`src/rtl/csr_pkg.sv`:
```
// csr_pkg: shared CSR addresses, funct3 encodings and RMW op decode
// Contents: CSR_* address localparams, funct3 localparams CSR_RW..CSR_RCI,
//           rmw_op_e enum and decode_op() mapping funct3 to an RMW op.
package csr_pkg;
  localparam logic [11:0] CSR_TOHOST   = 12'h51E;
  localparam logic [11:0] CSR_CYCLE    = 12'hC00;
  localparam logic [11:0] CSR_CYCLEH   = 12'hC80;
  localparam logic [11:0] CSR_INSTRET  = 12'hC02;
  localparam logic [11:0] CSR_INSTRETH = 12'hC82;
  localparam logic [2:0] CSR_RW  = 3'b001;
  localparam logic [2:0] CSR_RS  = 3'b010;
  localparam logic [2:0] CSR_RC  = 3'b011;
  localparam logic [2:0] CSR_RWI = 3'b101;
  localparam logic [2:0] CSR_RSI = 3'b110;
  localparam logic [2:0] CSR_RCI = 3'b111;
  typedef enum logic [1:0] {OP_NONE, OP_RW, OP_RS, OP_RC} rmw_op_e;
  // funct3[2] only selects the operand source, so the op comes from [1:0]
  function automatic rmw_op_e decode_op(input logic [2:0] f);
    return f[1:0] == 2'b01 ? OP_RW : f[1:0] == 2'b10 ? OP_RS : f[1:0] == 2'b11 ? OP_RC : OP_NONE;
  endfunction
endpackage

```
`src/rtl/csr_counter.sv`:
```
// csr_counter: free-running WIDTH-bit up-counter with increment enable
// Ports: clk, rst (async, active-high), inc (count enable), count (current value).
module csr_counter #(
  parameter int WIDTH = 64
) (
  input  logic             clk,
  input  logic             rst,
  input  logic             inc,
  output logic [WIDTH-1:0] count
);
  always_ff @(posedge clk or posedge rst)
    if (rst) count <= '0;
    else if (inc) count <= count + 1'b1;
endmodule

```
`src/rtl/csr_exec_unit.sv`:
```
// csr_exec_unit: Zicsr execute stage with tohost and cycle/instret counters
// Ports: clk, rst (async, active-high); csr_valid/stall/csr_addr/csr_func/
//        csr_rs1_data/csr_zimm describe the CSR instruction; inst_retire bumps
//        instret; csr_rdata/csr_rvalid/csr_illegal are the registered result;
//        tohost exposes the tohost register.
module csr_exec_unit
  import csr_pkg::*;
#(
  parameter int              DWIDTH      = 32,
  parameter int              CNT_WIDTH   = 64,
  parameter logic [11:0]     TOHOST_ADDR = CSR_TOHOST,
  parameter logic [DWIDTH-1:0] TOHOST_RST = '0
) (
  input  logic              clk,
  input  logic              rst,
  input  logic              csr_valid,
  input  logic              stall,
  input  logic [11:0]       csr_addr,
  input  logic [2:0]        csr_func,
  input  logic [DWIDTH-1:0] csr_rs1_data,
  input  logic [4:0]        csr_zimm,
  input  logic              inst_retire,
  output logic [DWIDTH-1:0] csr_rdata,
  output logic              csr_rvalid,
  output logic              csr_illegal,
  output logic [DWIDTH-1:0] tohost
);
  logic [CNT_WIDTH-1:0] cycle, instret;
  logic                 accept, is_th, is_ro, wr, bad;
  rmw_op_e              op;
  logic [DWIDTH-1:0]    src, old, new_val;

  csr_counter #(.WIDTH(CNT_WIDTH)) u_cycle (.clk(clk), .rst(rst), .inc(1'b1), .count(cycle));
  csr_counter #(.WIDTH(CNT_WIDTH)) u_instret (.clk(clk), .rst(rst), .inc(inst_retire), .count(instret));

  assign accept = csr_valid & ~stall;

  always_comb begin
    op      = decode_op(csr_func);
    src     = csr_func[2] ? {{(DWIDTH-5){1'b0}}, csr_zimm} : csr_rs1_data;
    is_th   = csr_addr == TOHOST_ADDR;
    is_ro   = csr_addr inside {CSR_CYCLE, CSR_CYCLEH, CSR_INSTRET, CSR_INSTRETH};
    old     = is_th                      ? tohost :
              csr_addr == CSR_CYCLE      ? cycle[DWIDTH-1:0] :
              csr_addr == CSR_CYCLEH     ? cycle[CNT_WIDTH-1:DWIDTH] :
              csr_addr == CSR_INSTRET    ? instret[DWIDTH-1:0] :
              csr_addr == CSR_INSTRETH   ? instret[CNT_WIDTH-1:DWIDTH] : '0;
    // set/clear with a zero rs1/zimm field is a pure read and never writes
    wr      = op == OP_RW || (op != OP_NONE && csr_zimm != 5'd0);
    bad     = op == OP_NONE || !(is_th || is_ro) || (is_ro && wr);
    new_val = op == OP_RW ? src : op == OP_RS ? (old | src) : (old & ~src);
  end

  always_ff @(posedge clk or posedge rst)
    if (rst) tohost <= TOHOST_RST;
    else if (accept && !bad && is_th && wr) tohost <= new_val;

  always_ff @(posedge clk or posedge rst)
    if (rst) begin
      csr_rdata   <= '0;
      csr_rvalid  <= 1'b0;
      csr_illegal <= 1'b0;
    end else begin
      csr_rvalid  <= accept;
      csr_illegal <= accept & bad;
      if (accept) csr_rdata <= bad ? '0 : old;
    end
endmodule

```
`config.mk`:
```
export PLATFORM = sky130hd
export DESIGN_NAME = csr_exec_unit
export DESIGN_NICKNAME = d
export VERILOG_FILES = /design/src/rtl/csr_pkg.sv /design/src/rtl/csr_counter.sv /design/src/rtl/csr_exec_unit.sv
export SDC_FILE = /design/constraint.sdc
export NUM_CORES = 1
export LEC_CHECK = 0
export BUFFER_PORTS_ARGS = -buffer_cell sky130_fd_sc_hd__buf_4
export CAP_MARGIN = 10
export CORE_ASPECT_RATIO = 1.1
export CORE_MARGIN = 8
export CORE_UTILIZATION = 50
export DETAILED_ROUTE_END_ITERATION = 10
export PLACE_DENSITY = 0.7
export SKIP_LAST_GASP = 1
export SLEW_MARGIN = 10
export SYNTH_ARGS = -nofsm -noshare
export SYNTH_HDL_FRONTEND = slang
export SYNTH_HIERARCHICAL = 1
export SYNTH_SLANG_ARGS = --single-unit
```
`constraint.sdc`:
```
create_clock -name clk -period 2.4 [get_ports clk]
set_input_delay 0.24 -clock clk [delete_from_list [all_inputs] [get_ports clk]]
set_output_delay 0.24 -clock clk [all_outputs]
set_load 0.02 [all_outputs]
```
==> results of run 1 <==
==> synth_stat cells, types with 10 or more instances <==
master	n
nand3_1	80
dfrtp_1	194
buf_2	17
a22o_1	11
xnor2_1	102
nor2b_1	34
nand2_1	107
o211ai_1	10
nand2b_1	16
xor2_1	47
nand4_1	36
clkbuf_1	25
mux4_2	16
inv_1	34
o21a_1	10
and3_1	13
o21ai_1	38
nor2_1	52
o21ai_0	45
nor3_1	26
a21oi_1	25
mux2i_1	21
a32oi_1	10
o2111a_1	10
==> critical path, cell delays in order, from the launching register on <==
cell and delay [ns]:
dfrtp_1 0.45, nand3_1 0.32, nor4_4 0.51, nand3_4 0.18, nor4_2 0.44, xor2_1 0.25
==> where the power goes <==
part	leakage, nW	internal, mW	switching [mW]
logic	2.87	0.345	0.403
registers	2.60	3.38	0.212
clock network	0.282	1.49	1.37
total	5.75	5.22	1.99
==> registers in the layout, summed over array words and instances, names as in the netlist <==
| register | count |
|---|---|
| u_instret/count | 64 |
| csr_rvalid | 1 |
| csr_rdata | 32 |
| tohost | 32 |
| csr_illegal | 1 |
| u_cycle/count | 64 |
==> per-layer routing <==
metal	up-vias	global-route usage, %	wire length [um]
met4	0	9.61	1160
met3	63	3.72	1820
li1	4188	-	-
met2	337	41.3	16500
met1	4620	33.1	13900
met5	-	0	0
==> area by class of cell <==
class	count	area (sq um)
Sequential cell	194	4850
Clock buffer	18	439
Clock inverter	14	143
Tap cell	295	369
Timing Repair Buffer	162	1270
Inverter	34	128
Fill cell	1880	8890
Multi-Input combinational cell	822	5800
==> cells by family (layout without fill, tap and decap cells) <==
| logic type | after synthesis | in the layout |
|---|---|---|
| AO/OA/AOI/OAI | 187 | 187 |
| XOR/XNOR | 149 | 149 |
| adder cells (fa/ha/maj) | 2 | 2 |
| buffers and inverters | 86 | 228 |
| flip-flops | 194 | 194 |
| multiplexers | 40 | 40 |
| other | 1 | 6 |
| AND/OR/NAND/NOR | 438 | 438 |
==> worst paths after layout <==
check / endpoint / slack, ns / cells after the start
setup reg to reg: u_instret/count[59] / 0.15 / 5
hold reg to reg: csr_rdata[20] / 0.48 / 2
min in group asynchronous: u_cycle/count[49] / 0.28 / 3
setup / recovery: u_instret/count[59] / 0.15 / 5
max in group asynchronous: csr_rdata[25] / 1.39 / 4
hold / removal: u_instret/count[0] / 0.03 / 2
==> flow_summary.ini, run 1 <==
[worst_setup_path]
cp.required_ns = 2.74
r2r_start = u_instret/count[10]
arrival_ns = 2.59
cp-end-kind = flop
crit_fanout = 6
setup.worst_path.class = reg2reg
start_kind = flop
startpoint = u_instret/count[10]

[clock_tree]
ctsHoldBuffers = 1
tritoncts = yes
post_cts_buffers = 0
clk_path_buf_depth = 2
clk_pin_slew_worst_paths_ns = 0.07
cts_resized = 0
clock-root-buffer = clkbuf_16
clock_sinks = 194
cts_buffers = 17
cts_max_level = 4
clock_latency_ns = 0.44

[timing]
fin_skew_ns = 0.0132
tightest_slew_ns = 0.680
rsz0062_at_grt = no
fin_ws_ns = 0.150
hold_ws_ns = 0.0337
setup_viol = 0
hold_violations = 0
maxSlewHeadroom_pct = 54.2
finalCritPeriodShare_pct = 93.8
min_period_ns = 2.25
finalSetupTns_ns = 0
slew_violations = 0
clock.fmax_ghz = 0.444

[finish]
syn_to_final_growth_pct = 18.1
drive_above_1_share_pct = 21.2
nNetsFinal = 1290
final_area_sq_um = 13000
final_cell_mix = 194 x dfrtp_1, 157 x buf_4, 107 x nand2_1, 102 x xnor2_1, 80 x nand3_1
diodes = 0
utilization_pct = 59.4
layout.cells.non_filler = 1539
final_common_cell = dfrtp_1

[synthesis]
ys_ff_latch = 194
yosysSeqAreaShare_pct = 44.1
synthMuxAreaShare_pct = 5.49
synth-async-reset-ratio_pct = 100
syn_inst = 1097
synth_area_sq_um = 11000
yosysUniqueCellTypes = 61
synth_xor_area_share_pct = 11.8
synth_area_per_cell_sq_um = 10.0
synth.area.top_cells = dfrtp_1 44%, xnor2_1 8.1%, xor2_1 3.7%, nand2_1 3.6%, nand3_1 3.6%
netlist.top_cell.by_area = dfrtp_1
synth_top_area_share_pct = 44.1
synth_fa_ha_area_share_pct = 0.227
ys_warn_count = 6
synth_edf_count = 0
synth-simple-area-share_pct = 24.0
synth_top_family_by_area = simple AND/OR/NAND/NOR gates
synthFlopType = dfrtp_1
synth-compound-area-share_pct = 10.9

[worst_hold_path]
hold_class = in2reg
hp-start = inst_retire

[global_routing]
grt_usage_pct = 25.2
grt_pass1_vias = 8967
antenna_found_initial = 0
grt_pass1_wl_um = 52100
overflow = 0
grt_max_degree = 65

[drt]
drc = 0
drt_wl_total_um = 33400
viasPerCell = 5.98
ant_nets = 0
vias = 9208
post_drt_wl_per_cell_um = 21.7
drtIter0Drc = 934
drt_first_pass_iters = 6

[floorplan]
fp-row-count = 57
die_w_um = 158
io_pins = 123
initial_core_util_pct = 50.3
core_sq_um = 21900
die_area_sq_um = 27000
die_y_um = 172

[placed_design]
post-place-ws_ns = 0.275
dpl.cell_count = 1506
gp_congestion = 0.922
place_area_sq_um = 12400
io_buffers = 122
hpwl_um = 25100

[status]
outcome = finished clean

[power_and_ir_drop]
p_leak_nw = 5.75
ir_drop_v = 0.000488
power_mw = 7.21
p_per_area_nw_per_um2 = 554

[run]
maxCapViolCount = 0
Note: power is estimated with default switching activity, not from simulation.
==> run 2: changes to the inputs <==
- CORE_UTILIZATION: 50 -> 30
- MAX_ROUTING_LAYER: unset -> met4
- PLACE_DENSITY: 0.7 -> unset
==> run 2 against run 1 <==
Net effect: die area increased by 59%; clock-buffer cell count shrank 1; global-route usage down 9.3 points; fmax increased by 4.4%; largest power group unchanged; critical endpoint is now u_cycle/count[54]; register-to-register slack gained 0.095 ns; power rose by 1.1%; wire length decreased by 0.77%; final cell count up 12%; critical path type unchanged.
==> flow_summary.ini, run 2 (synthesis results as in run 1) <==
[drt]
vias = 8868
drtIter0Drc = 635
drc = 0
ant_nets = 0
drt_wl_total_um = 33100
drt_first_pass_iters = 7
viasPerCell = 5.14
post_drt_wl_per_cell_um = 19.2

[clock_tree]
tritoncts = yes
clk_path_buf_depth = 2
cts_max_level = 4
clock_sinks = 194
clk_pin_slew_worst_paths_ns = 0.08
clock-root-buffer = clkbuf_16
cts_resized = 0
cts_buffers = 17
clock_latency_ns = 0.45

[worst_setup_path]
start_kind = flop
setup.worst_path.class = reg2reg
crit_path_cell_trace = ha_1 -> nand3_1 -> nor3_4 -> nand4_2 -> nor4_2 -> xor2_1
cp_slowest_cell = dfrtp_1
path_depth = 6
cp.required_ns = 2.76
crit_fanout = 8
arrival_ns = 2.52
cp-end-kind = flop
critPathTopFamily = simple AND/OR/NAND/NOR gates
critPathBufInv = 0
slowest_delay_ns = 0.45
ff2ff_path_depth = 6

[finish]
syn_to_final_growth_pct = 20.1
reg_top3 = u_cycle/count x64, u_instret/count x64
diodes = 0
nNetsFinal = 1285
multiInputGateArea_sq_um = 5800
seqCellArea_sq_um = 4850
drive_above_1_share_pct = 20.8
final_common_cell = dfrtp_1
num-fill-cells = 3656
final_cell_mix = 194 x dfrtp_1, 152 x buf_4, 107 x nand2_1, 102 x xnor2_1, 80 x nand3_1
final_area_sq_um = 13200

[floorplan]
core_sq_um = 36200
fp-row-count = 73
io_pins = 123
die_w_um = 199
die_area_sq_um = 43100
die_y_um = 217
initial_core_util_pct = 30.5

[timing]
maxSlewHeadroom_pct = 27.9
hold_violations = 0
fin_ws_ns = 0.245
slew_violations = 0
rsz0062_at_grt = no
clock.fmax_ghz = 0.464
finalCritPeriodShare_pct = 89.8
finalSetupTns_ns = 0
setup_viol = 0
fin_skew_ns = 0.0188
min_period_ns = 2.15
tightest_slew_ns = 1.07

[placed_design]
gp_congestion = 0.875
io_buffers = 122
hpwl_um = 25100
post-place-ws_ns = 0.220
place_area_sq_um = 12600

[power_and_ir_drop]
ir_drop_v = 0.000451
p_leak_nw = 5.74
p_per_area_nw_per_um2 = 551

[global_routing]
grt_pass1_wl_um = 52700
overflow = 0
grt_max_degree = 67
grt_pass1_vias = 8902
grt_usage_pct = 15.8
antenna_found_initial = 0

[status]
outcome = finished clean

[run]
maxCapViolCount = 0

[worst_hold_path]
hold_class = in2reg
min_path_cells = 2
-- run 2: area by class of cell --
type | count | area share (%)
tap | 487 | 4.61
timing repair buffer | 157 | 9.31
sequential | 194 | 36.7
clock buffer | 17 | 3.22
multi-input combinational | 822 | 43.9
clock inverter | 14 | 1.32
inverter | 34 | 0.965
-- run 2: repair_timing --
item	CTS	global route
setup buffers	0	0
endpoints found under the hold margin	155	0
hold buffers	1	0
-- run 2: path summary, 6_finish.rpt --
path                              startpoint                 end  slack [ns]
hold / removal                   inst_retire  u_instret/count[0]        0.03
hold reg to reg            u_cycle/count[63]   u_cycle/count[63]        0.48
max in group asynchronous                rst   u_cycle/count[59]        1.30
setup / recovery            u_cycle/count[0]   u_cycle/count[54]        0.25
setup reg to reg            u_cycle/count[0]   u_cycle/count[54]        0.25
min in group asynchronous                rst  u_instret/count[2]        0.42
-- run 2: layer usage --
layer / part of all wire (%) / vias to the layer above / routed length (um) / track usage, %
met2: 48 / 268 / 15900 / 25.3
met3: 5.5 / 26 / 1830 / 2.11
met4: 1.1 / 0 / 376 / 3.71
li1: - / 4159 / - / -
met5: 0 / - / 0 / -
met1: 45 / 4415 / 15000 / 21.1
-- run 2: per-stage QoR --
stage | total power [mW] | hold WS [ns] | utilization [%] | cells
final | 7.29 | 0.0257 | 36.6 | 1725
after CTS | 7.34 | 0.00760 | 36.6 | 1725
after floorplan | 4.10 | 0.331 | - | 1102
after global routing | 7.55 | 0.0170 | 36.6 | 1725
after global placement | 4.37 | 0.371 | 34.9 | 1693
after detailed placement | 4.39 | 0.368 | 34.9 | 1693
-- run 2: power breakdown --
| part | internal, mW | leakage [nW] | total [mW] | switching (mW) |
|---|---|---|---|---|
| Sequential | 3.38 | 2.60 | 3.59 | 0.201 |
| Combinational | 0.339 | 2.85 | 0.743 | 0.404 |
| Clock | 1.57 | 0.292 | 2.96 | 1.39 |
==> run 3: changes to the inputs <==
- ABC_AREA: unset -> 1
==> run 3 against run 2 <==
Net effect: die area up 14%; clock-buffer cell count up 1; fmax increased by 9.2%; largest power group unchanged.
==> flow_summary.ini, run 3 <==
[power_and_ir_drop]
p_comb_share_pct = 8.8
p_leak_nw = 7.33
p_per_area_nw_per_um2 = 509
ir_drop_v = 0.000410
intPower_mw = 5.63
power_frac_seq_pct = 47.3
p_sw_mw = 2.06
swShare_pct = 26.8
clock_power_share_pct = 43.9

[finish]
nNetsFinal = 2112
layout.cells.non_filler = 2633
syn_to_final_growth_pct = 18.4
num-fill-cells = 4565
diodes = 0
reg_top3 = u_cycle/count x64, u_instret/count x64
final_common_cell = nand2_1
drive_above_1_share_pct = 13.5
final_area_sq_um = 15100
utilization_pct = 35.9
final_cell_mix = 741 x nand2_1, 319 x nor2_1, 194 x dfrtp_1, 161 x inv_1, 142 x buf_4

[timing]
tightest_slew_ns = 0.694
min_period_ns = 1.97
hold_violations = 0
slew_violations = 0
finalCritPeriodShare_pct = 82.2
fin_skew_ns = 0.0142
setup_viol = 0
rsz0062_at_grt = no
hold_ws_ns = 0.151
clock.fmax_ghz = 0.507
maxSlewHeadroom_pct = 53.7
finalSetupTns_ns = 0

[placed_design]
dpl.cell_count = 2600
io_buffers = 122
gp_congestion = 0.964
hpwl_um = 36900
place_area_sq_um = 14400

[global_routing]
gr-usage-met3_pct = 2.69
antenna_found_initial = 0
grt.busiest_layer = met2
overflow = 0
grt_pass1_vias = 12400
grt_max_degree = 65
grt_pass1_wl_um = 71200
grt_use_met2_pct = 30.7
grt_usage_pct = 19.2
use_met1_pct = 25.0

[drt]
drtIter0Drc = 1488
viasPerCell = 4.91
post_drt_wl_per_cell_um = 17.8
ant_nets = 0
drt_first_pass_iters = 6
drc = 0
vias = 12900
drt_wl_total_um = 46900

[worst_setup_path]
start_kind = flop
setup.worst_path.class = reg2reg
arrival_ns = 2.31
cp.required_ns = 2.74
cp-end-kind = flop
crit_fanout = 5

[synthesis]
synthTopCellsByCount = 741 x nand2_1, 319 x nor2_1, 194 x dfrtp_1, 164 x inv_1, 139 x nand3_1
ys_ff_latch = 194
ys_warn_count = 6
synthFlopType = dfrtp_1
netlist.top_cell.by_area = dfrtp_1
syn_inst = 1932
synth.area.top_cells = dfrtp_1 38%, nand2_1 22%, nor2_1 9.4%, nand3_1 5.5%, inv_1 4.8%
synth_edf_count = 0
synth-async-reset-ratio_pct = 100
synth.most_common_cell = nand2_1
synth_area_per_cell_sq_um = 6.60
yosysUniqueCellTypes = 34
synth_top_area_share_pct = 38.1
synth_area_sq_um = 12700
yosysSeqAreaShare_pct = 38.1

[run]
maxCapViolCount = 0

[clock_tree]
cts_buffers = 17
clk_pin_slew_worst_paths_ns = 0.08
clock_sinks = 194
clk_path_buf_depth = 2
tritoncts = yes
cts_resized = 0
clock_latency_ns = 0.45
ctsHoldBuffers = 1
cts_max_level = 4
clock-root-buffer = clkbuf_16
post_cts_buffers = 0

[floorplan]
die_area_sq_um = 49400
die_y_um = 232
initial_core_util_pct = 30.3
fp-row-count = 79
die_w_um = 213
io_pins = 123
core_sq_um = 42100

[worst_hold_path]
hold_class = in2reg

[status]
outcome = finished clean
[run 3: cell types whose count changed in the layout (fill, tap and decap cells not counted), sizes merged, moves of 44 or more]
cell,change
nand2,+654
nor2,+325
inv,+142
xnor2,-64
nand3,+54
o21ai,-44
[run 3: cells by family after synthesis]
| family | Yosys count | synth area share [%] |
|---|---|---|
| AOI/OAI and AO/OA | 55 | 2.20 |
| xor gates and xnor gates | 84 | 5.77 |
| adders and majority gates | 2 | 0.196 |
| buffers and inverters | 228 | 7.38 |
| DFF | 194 | 38.1 |
| other | 1 | 0.0294 |
| and+or+nand+nor | 1368 | 46.3 |
[run 3: stage by stage]
stage	total power [mW]	worst slack (ns)
3_5_place_dp	4.37	0.176
4_1_cts	7.74	0.457
6_report	7.69	0.427
5_1_grt	7.96	0.263
3_3_place_gp	4.36	0.235
2_1_floorplan	4.02	0.505
[run 3: final timing paths]
kind / start / to / slack, ns / depth (start not counted)
worst max-delay path: u_cycle/count[0] / u_cycle/count[52] / 0.43 / 10
worst min-delay path: inst_retire / u_instret/count[0] / 0.15 / 2
worst max register to register: u_cycle/count[0] / u_cycle/count[52] / 0.43 / 10
worst min register to register: csr_rdata[12] / csr_rdata[12] / 0.48 / 2
max in group asynchronous: rst / csr_rdata[12] / 1.26 / 4
min in group asynchronous: rst / u_cycle/count[22] / 0.44 / 4
[run 3: final cells by class]
| class | count | area, sq um | share of cell area, % |
|---|---|---|---|
| Timing Repair Buffer | 150 | 1220 | 8.06 |
| Clock inverter | 14 | 248 | 1.64 |
| Tap cell | 567 | 709 | 4.70 |
| Multi-Input combinational cell | 1515 | 6970 | 46.2 |
| Sequential cell | 194 | 4850 | 32.2 |
| Clock buffer | 18 | 439 | 2.91 |
| Inverter | 175 | 657 | 4.35 |
[run 3: critical path, stage by stage, from the launching register on]
cell,delay (ns)
dfrtp_1,0.55
ha_1,0.24
inv_1,0.06
nor2_2,0.12
nand2_1,0.11
nor2_2,0.17
nand2_1,0.20
nor2_2,0.22
nand2_1,0.07
nand2_1,0.06
nand2_1,0.05
[run 3: power groups by stage]
| stage | clock [mW] | sequential (mW) | combinational, mW |
|---|---|---|---|
| 3_5_place_dp | 0 | 3.70 | 0.670 |
| 3_3_place_gp | 0 | 3.70 | 0.660 |
| 4_1_cts | 3.44 | 3.63 | 0.677 |
| 2_1_floorplan | 0 | 3.58 | 0.444 |
| 6_report | 3.38 | 3.64 | 0.675 |
| 5_1_grt | 3.55 | 3.65 | 0.758 |
[run 3: layer usage]
metal / up-vias / wire length (um)
met2: 483 / 22400
met5: - / 0
met1: 6173 / 20200
li1: 6212 / -
met4: 0 / 1320
met3: 61 / 2990
